$ cat src/rtl/bk_operand_loader_if.sv
// Stream, result and adder-side signals of the Brent-Kung operand loader.
// The loader is the slave; the stream source / result sink / adder is the master.
interface bk_operand_loader_if #(
  parameter int unsigned OP_WIDTH   = 12,
  parameter int unsigned BEAT_WIDTH = 4,
  parameter int unsigned CNT_WIDTH  = 8
);
  logic                    in_valid;
  logic                    in_ready;
  logic [BEAT_WIDTH-1:0]   in_data;
  logic                    in_last;
  logic [2*OP_WIDTH-1:0]   adder_in;
  logic [OP_WIDTH:0]       adder_sum;
  logic                    res_valid;
  logic                    res_ready;
  logic [OP_WIDTH:0]       res_sum;
  logic                    err_frame;
  logic [CNT_WIDTH-1:0]    pair_count;

  modport slave (
    input  in_valid, in_data, in_last, adder_sum, res_ready,
    output in_ready, adder_in, res_valid, res_sum, err_frame, pair_count
  );

  modport master (
    output in_valid, in_data, in_last, adder_sum, res_ready,
    input  in_ready, adder_in, res_valid, res_sum, err_frame, pair_count
  );
endinterface

$ cat src/rtl/bk_operand_loader.sv
// Nibble-serial operand assembler feeding a 12-bit Brent-Kung adder and
// capturing its sum behind a valid/ready result port.
module bk_operand_loader #(
  parameter int unsigned OP_WIDTH   = 12,
  parameter int unsigned BEAT_WIDTH = 4,
  parameter int unsigned CNT_WIDTH  = 8
) (
  input  logic             clk,
  input  logic             rst,
  bk_operand_loader_if.slave bus
);

  localparam int unsigned BEATS = 2 * OP_WIDTH / BEAT_WIDTH;
  localparam int unsigned BCW   = $clog2(BEATS);
  localparam int unsigned SHW   = 2 * OP_WIDTH - BEAT_WIDTH;
  localparam int unsigned VW    = 2 * OP_WIDTH;

  typedef enum logic [1:0] {LOAD, EVAL, HOLD} state_t;

  state_t               state, state_nxt;
  logic [BCW-1:0]       beat_cnt;
  logic [SHW-1:0]       shadow;
  logic [VW-1:0]        adder_in_q;
  logic [VW-1:0]        frame_c;
  logic [VW-1:0]        interleaved_c;
  logic [OP_WIDTH:0]    res_sum_q;
  logic                 in_ready_q;
  logic                 res_valid_q;
  logic                 err_frame_q;
  logic [CNT_WIDTH-1:0] pair_count_q;
  logic                 accept_c;
  logic                 at_end_c;
  logic                 load_c;
  logic                 frame_err_c;
  logic                 capture_c;

  // Next state and datapath strobes
  always_comb begin
    state_nxt   = state;
    accept_c    = 1'b0;
    load_c      = 1'b0;
    frame_err_c = 1'b0;
    capture_c   = 1'b0;
    at_end_c    = (beat_cnt == BCW'(BEATS - 1));
    unique case (state)
      LOAD: begin
        accept_c = bus.in_valid & in_ready_q;
        if (accept_c) begin
          if (bus.in_last && at_end_c) begin
            load_c    = 1'b1;
            state_nxt = EVAL;
          end else if (bus.in_last || at_end_c) begin
            frame_err_c = 1'b1;
          end
        end
      end
      EVAL: begin
        capture_c = 1'b1;
        state_nxt = HOLD;
      end
      HOLD: begin
        if (bus.res_ready) state_nxt = LOAD;
      end
      default: state_nxt = LOAD;
    endcase
  end

  // Final beat on top of the shadow, then A/B bit-interleaved for the adder
  always_comb begin
    frame_c       = {bus.in_data, shadow};
    interleaved_c = '0;
    for (int i = 0; i < int'(OP_WIDTH); i++) begin
      interleaved_c[2*i]   = frame_c[i];
      interleaved_c[2*i+1] = frame_c[int'(OP_WIDTH) + i];
    end
  end

  always_ff @(posedge clk or posedge rst) begin
    if (rst) state <= LOAD;
    else     state <= state_nxt;
  end

  // Shadow is a right-shifting register: after BEATS-1 beats the first beat sits in the LSBs
  always_ff @(posedge clk or posedge rst) begin
    if (rst) begin
      beat_cnt     <= '0;
      shadow       <= '0;
      adder_in_q   <= '0;
      res_sum_q    <= '0;
      in_ready_q   <= 1'b1;
      res_valid_q  <= 1'b0;
      err_frame_q  <= 1'b0;
      pair_count_q <= '0;
    end else begin
      in_ready_q  <= (state_nxt == LOAD);
      res_valid_q <= (state_nxt == HOLD);
      err_frame_q <= frame_err_c;
      if (accept_c) begin
        if (load_c || frame_err_c) beat_cnt <= '0;
        else                       beat_cnt <= beat_cnt + BCW'(1);
        if (frame_err_c) shadow <= '0;
        else             shadow <= {bus.in_data, shadow[SHW-1:BEAT_WIDTH]};
      end
      if (load_c) adder_in_q <= interleaved_c;
      if (capture_c) begin
        res_sum_q    <= bus.adder_sum;
        pair_count_q <= pair_count_q + CNT_WIDTH'(1);
      end
    end
  end

  assign bus.in_ready   = in_ready_q;
  assign bus.adder_in   = adder_in_q;
  assign bus.res_valid  = res_valid_q;
  assign bus.res_sum    = res_sum_q;
  assign bus.err_frame  = err_frame_q;
  assign bus.pair_count = pair_count_q;

endmodule
$ cat src/flat_wrapper.sv
// flat-port wrapper written by rule: the top's interface ports become plain ports
module bk_operand_loader_flat 
#(
  parameter int unsigned OP_WIDTH   = 12,
  parameter int unsigned BEAT_WIDTH = 4,
  parameter int unsigned CNT_WIDTH  = 8
)
  (clk, rst, bus_in_valid, bus_in_data, bus_in_last, bus_adder_sum, bus_res_ready, bus_in_ready, bus_adder_in, bus_res_valid, bus_res_sum, bus_err_frame, bus_pair_count);
  bk_operand_loader_if #(.OP_WIDTH(OP_WIDTH), .BEAT_WIDTH(BEAT_WIDTH), .CNT_WIDTH(CNT_WIDTH)) bus_i ();
  input  logic clk;
  input  logic rst;
  input wire logic [$bits(bus_i.in_valid)-1:0] bus_in_valid;
  input wire logic [$bits(bus_i.in_data)-1:0] bus_in_data;
  input wire logic [$bits(bus_i.in_last)-1:0] bus_in_last;
  input wire logic [$bits(bus_i.adder_sum)-1:0] bus_adder_sum;
  input wire logic [$bits(bus_i.res_ready)-1:0] bus_res_ready;
  output wire logic [$bits(bus_i.in_ready)-1:0] bus_in_ready;
  output wire logic [$bits(bus_i.adder_in)-1:0] bus_adder_in;
  output wire logic [$bits(bus_i.res_valid)-1:0] bus_res_valid;
  output wire logic [$bits(bus_i.res_sum)-1:0] bus_res_sum;
  output wire logic [$bits(bus_i.err_frame)-1:0] bus_err_frame;
  output wire logic [$bits(bus_i.pair_count)-1:0] bus_pair_count;
  assign bus_i.in_valid = bus_in_valid;
  assign bus_i.in_data = bus_in_data;
  assign bus_i.in_last = bus_in_last;
  assign bus_i.adder_sum = bus_adder_sum;
  assign bus_i.res_ready = bus_res_ready;
  assign bus_in_ready = bus_i.in_ready;
  assign bus_adder_in = bus_i.adder_in;
  assign bus_res_valid = bus_i.res_valid;
  assign bus_res_sum = bus_i.res_sum;
  assign bus_err_frame = bus_i.err_frame;
  assign bus_pair_count = bus_i.pair_count;
  bk_operand_loader #(.OP_WIDTH(OP_WIDTH), .BEAT_WIDTH(BEAT_WIDTH), .CNT_WIDTH(CNT_WIDTH)) u_core (.clk(clk), .rst(rst), .bus(bus_i));
endmodule
$ cat config.mk
export PLATFORM = sky130hd
export DESIGN_NAME = bk_operand_loader_flat
export DESIGN_NICKNAME = d
export VERILOG_FILES = /design/src/rtl/bk_operand_loader_if.sv /design/src/rtl/bk_operand_loader.sv /design/src/flat_wrapper.sv
export SDC_FILE = /design/constraint.sdc
export NUM_CORES = 1
export LEC_CHECK = 0
export ABC_CLOCK_PERIOD_IN_PS = 4580
export CORE_UTILIZATION = 53
export CTS_CLUSTER_DIAMETER = 120
export DETAILED_ROUTE_END_ITERATION = 7
export PLACE_DENSITY = 0.9
export SETUP_SLACK_MARGIN = 0.05
export SYNTH_ARGS = -nofsm -noshare
export SYNTH_HDL_FRONTEND = slang
export SYNTH_SLANG_ARGS = --single-unit
$ cat constraint.sdc
create_clock -name clk -period 4.58 [get_ports clk]
set_input_delay 0.687 -clock clk [delete_from_list [all_inputs] [get_ports clk]]
set_output_delay 0.687 -clock clk [all_outputs]
set_load 0.005 [all_outputs]
; ---- Word level (Yosys, flattened, before mapping)
; Index checks and enable logic that the tools add are counted.
[totals]
wordCells = 36
output_inout_bits = 48
input_bits = 22
register_bits = 73
[classes]
n_reduce_logical = 5
bitwise = 1
mux = 15
n_addsub = 2
n_eq_ne = 4
[op_table]
columns = operator, count
row1 = 20-bit two-way mux, 1
row2 = 1-bit two-way mux, 9
row3 = 8-bit by 1-bit adder with 8-bit output (second input constant), 1
row4 = 2-bit two-way mux, 3
row5 = 2-bit case mux with 3 select lines, 1
row6 = 2-bit == test (second input constant), 2
row7 = 2-bit logical NOT, 2
row8 = 3-bit by 1-bit adder with 3-bit output (second input constant), 1
row9 = 3-bit == test (second input constant), 1
row10 = 3-bit two-way mux, 1
row11 = 2-bit by 1-bit == test with 1-bit output (second input constant), 1
row12 = 1-bit logical OR, 2
row13 = 1-bit AND, 1
row14 = 1-bit logical AND, 1

; ---- Longest topological paths before layout
[logic_depth]
ltp_word = 8
depth_mapped = 10
depth_no_buf = 8

; ---- Worst setup path after synthesis
; No wires, ideal clock.
[synth_path]
kind = input-to-reg
startpoint = input bus_in_last
endpoint = register u_core.adder_in_q[0], in the netlist u_core.bus.adder_in[0]
path_stages = 7
t_arrival_ns = 1.775
setup_ns = 0.127
required_time_ns = 4.453
slack_ns = 2.678
n_path_buf = 2
path_cell_list = ha_1 inv_1 or2_1 buf_6 inv_6 buf_12 mux2_1
[synth_via]
elab_chain_len = 4
[synth_rtl]
columns = item, line
row1 = start: declaration, flat_wrapper.sv:14  ; input wire logic [$bits(bus_i.in_last)-1:0] bus_in_last;
row2 = 1-bit logical AND, bk_operand_loader.sv:49  ; if (bus.in_last && at_end_c) begin
row3 = 1-bit two-way mux, bk_operand_loader.sv:49
row4 = 1-bit two-way mux, bk_operand_loader.sv:48  ; if (accept_c) begin
row5 = 1-bit two-way mux, bk_operand_loader.sv:45  ; unique case (state)
row6 = end signal: assignment, bk_operand_loader.sv:104  ; if (load_c) adder_in_q <= interleaved_c;
row7 = end: declaration, bk_operand_loader.sv:23  ; logic [VW-1:0] adder_in_q;
; No other way between the ends.
; A chain may end at the register's enable or synchronous reset.

; ---- Worst setup path in the final report
[layout_path]
startpoint = input bus_in_valid
endpoint = register u_core.adder_in_q[17], in the netlist u_core.bus.adder_in[17]
[layout_via]
elab_chain_len = 3
[layout_rtl]
columns = item, line
row1 = start: declaration, flat_wrapper.sv:12  ; input wire logic [$bits(bus_i.in_valid)-1:0] bus_in_valid;
row2 = 1-bit AND, bk_operand_loader.sv:47  ; accept_c = bus.in_valid & in_ready_q;
row3 = 1-bit two-way mux, bk_operand_loader.sv:48
row4 = 1-bit two-way mux, bk_operand_loader.sv:45
; No other way between the ends.

==> results.yml <==
power:
  power_frac_clock: 0.319
  p_sw_w: 0.0003722
  p_leak_nw: 1.792
  p_comb_frac: 0.171
  swShare: 0.2445
  pwr_density_cell_nw_per_um2: 400.8
  seq_power_share: 0.509
  power_w: 0.001522
  ir_drop_uv: 248.0
  internal_power_w: 0.001150
finish:
  final_cell_mix: "86 x nand2_1, 72 x dfrtp_1, 69 x clkdlybuf4s50_1, 23 x o21ai_0, 14 x mux2_2"
  layout.nets: 353
  antenna_cells: 0
  area_delta_synth_final_pct: 31.94
  drive_above_1_share: 0.1024
  final_common_cell: "nand2_1"
timing:
  period_share: 0.5122
  slew_viol_final: 0
  max_freq_mhz: 426.3
  setup_viol: 0
  rsz0062_at_grt: "no"
  hold_viol_final: 0
  worst-slew-pin-transition_ns: 0.8831
  clock_skew_ns: 0.009859
  fin_crit_ns: 2.346
  maxSlewHeadroom: 0.4104
  timing.hold.ws_ns: 0.4659
  fin_tns_setup_ns: 0
worst_hold_path:
  min-delay-start: "u_core.bus.pair_count[7]$_DFFE_PP0N_"
  hold_end: "u_core.bus.pair_count[7]$_DFFE_PP0N_"
  hold_depth: 1
  worstHoldPathType: "flop to flop"
critical_path:
  reg2reg_to: "u_core.bus.adder_in[17]$_DFFE_PP0P_"
  worstPathCellList: "clkdlybuf4s50_1 -> nand4bb_2 -> buf_4 -> or2_1 -> inv_6 -> mux2_2"
  timing.rr.start: "u_core.state[1]$_DFF_PP0_"
  rrSetupSlack_ns: 2.49
  ff2ff_path_depth: 5
  crit_path_top_delay_cell: "clkdlybuf4s50_1"
  worstSetupEndpointType: "flop"
  crit_fanout: 47
  critPathKind: "primary input to flop"
  arrival_ns: 2.57
  cp_slowest_stage_delay_ns: 0.49
  cp.required_ns: 4.80
  startpoint_type: "primary input"
route:
  routed_wl_um: 5400
  routed-wl-met3_um: 251
  drt_iter0_markers: 162
  wl_met1_um: 2329
  dr.pass1.iters: 4
  wl_per_cell_um: 13.43
  ant_nets: 0
  via_per_inst: 5.075
  num_vias: 2040
  post-route-drc-count: 0
  topRoutingLayerUsed: "met4"
  met2_length_um: 2700
floorplan:
  start_util: 0.5566
  dieHeight_um: 75.70
  fp.dieArea_um2: 5730
  rows: 26
  io_pins: 70
  die_w_um: 75.70
  core-area_um2: 5172
synth:
  synth_edf_count: 0
  ys_dominant_reg_cell: "dfrtp_1"
  seq_area_frac_synth: 0.6349
  ys_types: 28
  syn_inst: 257
  synth_fp_nets: 283
  syn-cell-area_um2: 2879
  syn_area_per_cell_um2: 11.20
  yosys_warnings: 0
  synthArstFlopShare: 1.000
  ys_ff_latch: 73
global_route:
  grt_usage: 0.2077
  grt_start_max_net_pins: 48
  antenna_found_initial: 0
  grt_pass1_vias: 1934
  grt_pass1_wl_um: 8631
  grt_overflow_total: 0
cts:
  numCtsBuffers: 9
  ctsRootBufferMaster: "clkbuf_8"
  cts_sinks: 73
  cts-resized-gates: 0
  path_clk_slew_ns: 0.08
  cts_setup_buffers: 0
  clock_latency_ns: 0.34
  cts_tree: "yes"
  cts_buffer_depth: 2
  htreeDepth: 3
  cts_hold_buf: 0
run:
  maxCapViolCount: 0
status:
  outcome: "completed"
placed_design:
  place_congestion: 0.7419
  portBuffers: 69
  place_hpwl_um: 3684
cells by family after synthesis:
logic type	synth area share
buffers and inverters	0.03433
AOI/OAI and AO/OA	0.04824
and+or+nand+nor	0.1499
xor gates and xnor gates	0.02130
DFF	0.6349
muxes	0.09387
adders and majority gates	0.01738
routing by layer:
metal | global-route usage | up-vias
li1 | - | 982
met1 | 0.2635 | 985
met2 | 0.3343 | 61
met3 | 0.04762 | 12
met4 | 0.1111 | 0
met5 | 0 | -
layout make-up:
type                    instances  area, µm²
flip-flops and latches         73       1828
fillers                       353       1374
multi-input cells             166      957.2
repair buffers                 72      713.2
clock buffers                  13      148.9
well taps                      70      87.58
clock inverters                 3      40.04
inverters                       5      23.77
registers in the layout, summed over array words and instances (netlist names):
register	count
u_core.bus.res_sum	13
u_core.state	2
u_core.beat_cnt	3
u_core.bus.pair_count	8
u_core.bus.res_valid	1
u_core.bus.adder_in	24
u_core.bus.err_frame	1
u_core.shadow	20
u_core.bus.in_ready	1
critical path, delay by kind of cell:
kind                   cells  cell delay, ns
buffers and inverters      3            0.98
and+or+nand+nor            2            0.53
muxes                      1            0.36
how the worst max path moves through the flow:
stage,from,end,slack (ns)
2_1_floorplan,rst,u_core.beat_cnt[0]$_DFFE_PP0P_,2.04
5_1_grt,bus_in_valid,u_core.bus.adder_in[1]$_DFFE_PP0P_,2.14
3_5_place_dp,bus_in_valid,u_core.bus.adder_in[19]$_DFFE_PP0P_,1.88
3_3_place_gp,bus_in_valid,u_core.bus.adder_in[20]$_DFFE_PP0P_,1.93
4_1_cts,bus_in_valid,u_core.bus.adder_in[17]$_DFFE_PP0P_,2.23
6_report,bus_in_valid,u_core.bus.adder_in[17]$_DFFE_PP0P_,2.23
metrics by stage:
stage          utilization  instances  cell area [µm²]  setup slack [ns]
2_1_floorplan            -        257             2879             2.041
3_3_place_gp        0.6979        386             3610             1.925
3_5_place_dp        0.6979        386             3610             1.880
4_1_cts             0.7344        402             3799             2.232
5_1_grt             0.7344        402             3799             2.140
6_report            0.7344        402             3799             2.234
synthesized netlist by cell type (all sizes together) (2+ instances only):
master  instances  area share
buf             4       0.014
mux2           24       0.094
nor2            4      0.0052
o21ai          23       0.040
xnor2           4       0.012
nor3            3      0.0052
ha              4       0.017
inv             5      0.0083
nand4           3      0.0065
clkbuf          9       0.012
a21o            2      0.0052
xor2            3      0.0091
nand2          86        0.11
nand2b          2      0.0043
dfrtp          72        0.63
power by group through the flow:
stage	clock network (W)	logic, W	registers (W)
5_1_grt	0.000522	0.000291	0.000784
3_3_place_gp	0	0.000254	0.000782
2_1_floorplan	0	0.0000939	0.000784
6_report	0.000486	0.000261	0.000775
3_5_place_dp	0	0.000264	0.000786
4_1_cts	0.000496	0.000267	0.000776
No activity file was read; power rests on OpenSTA's default activity.
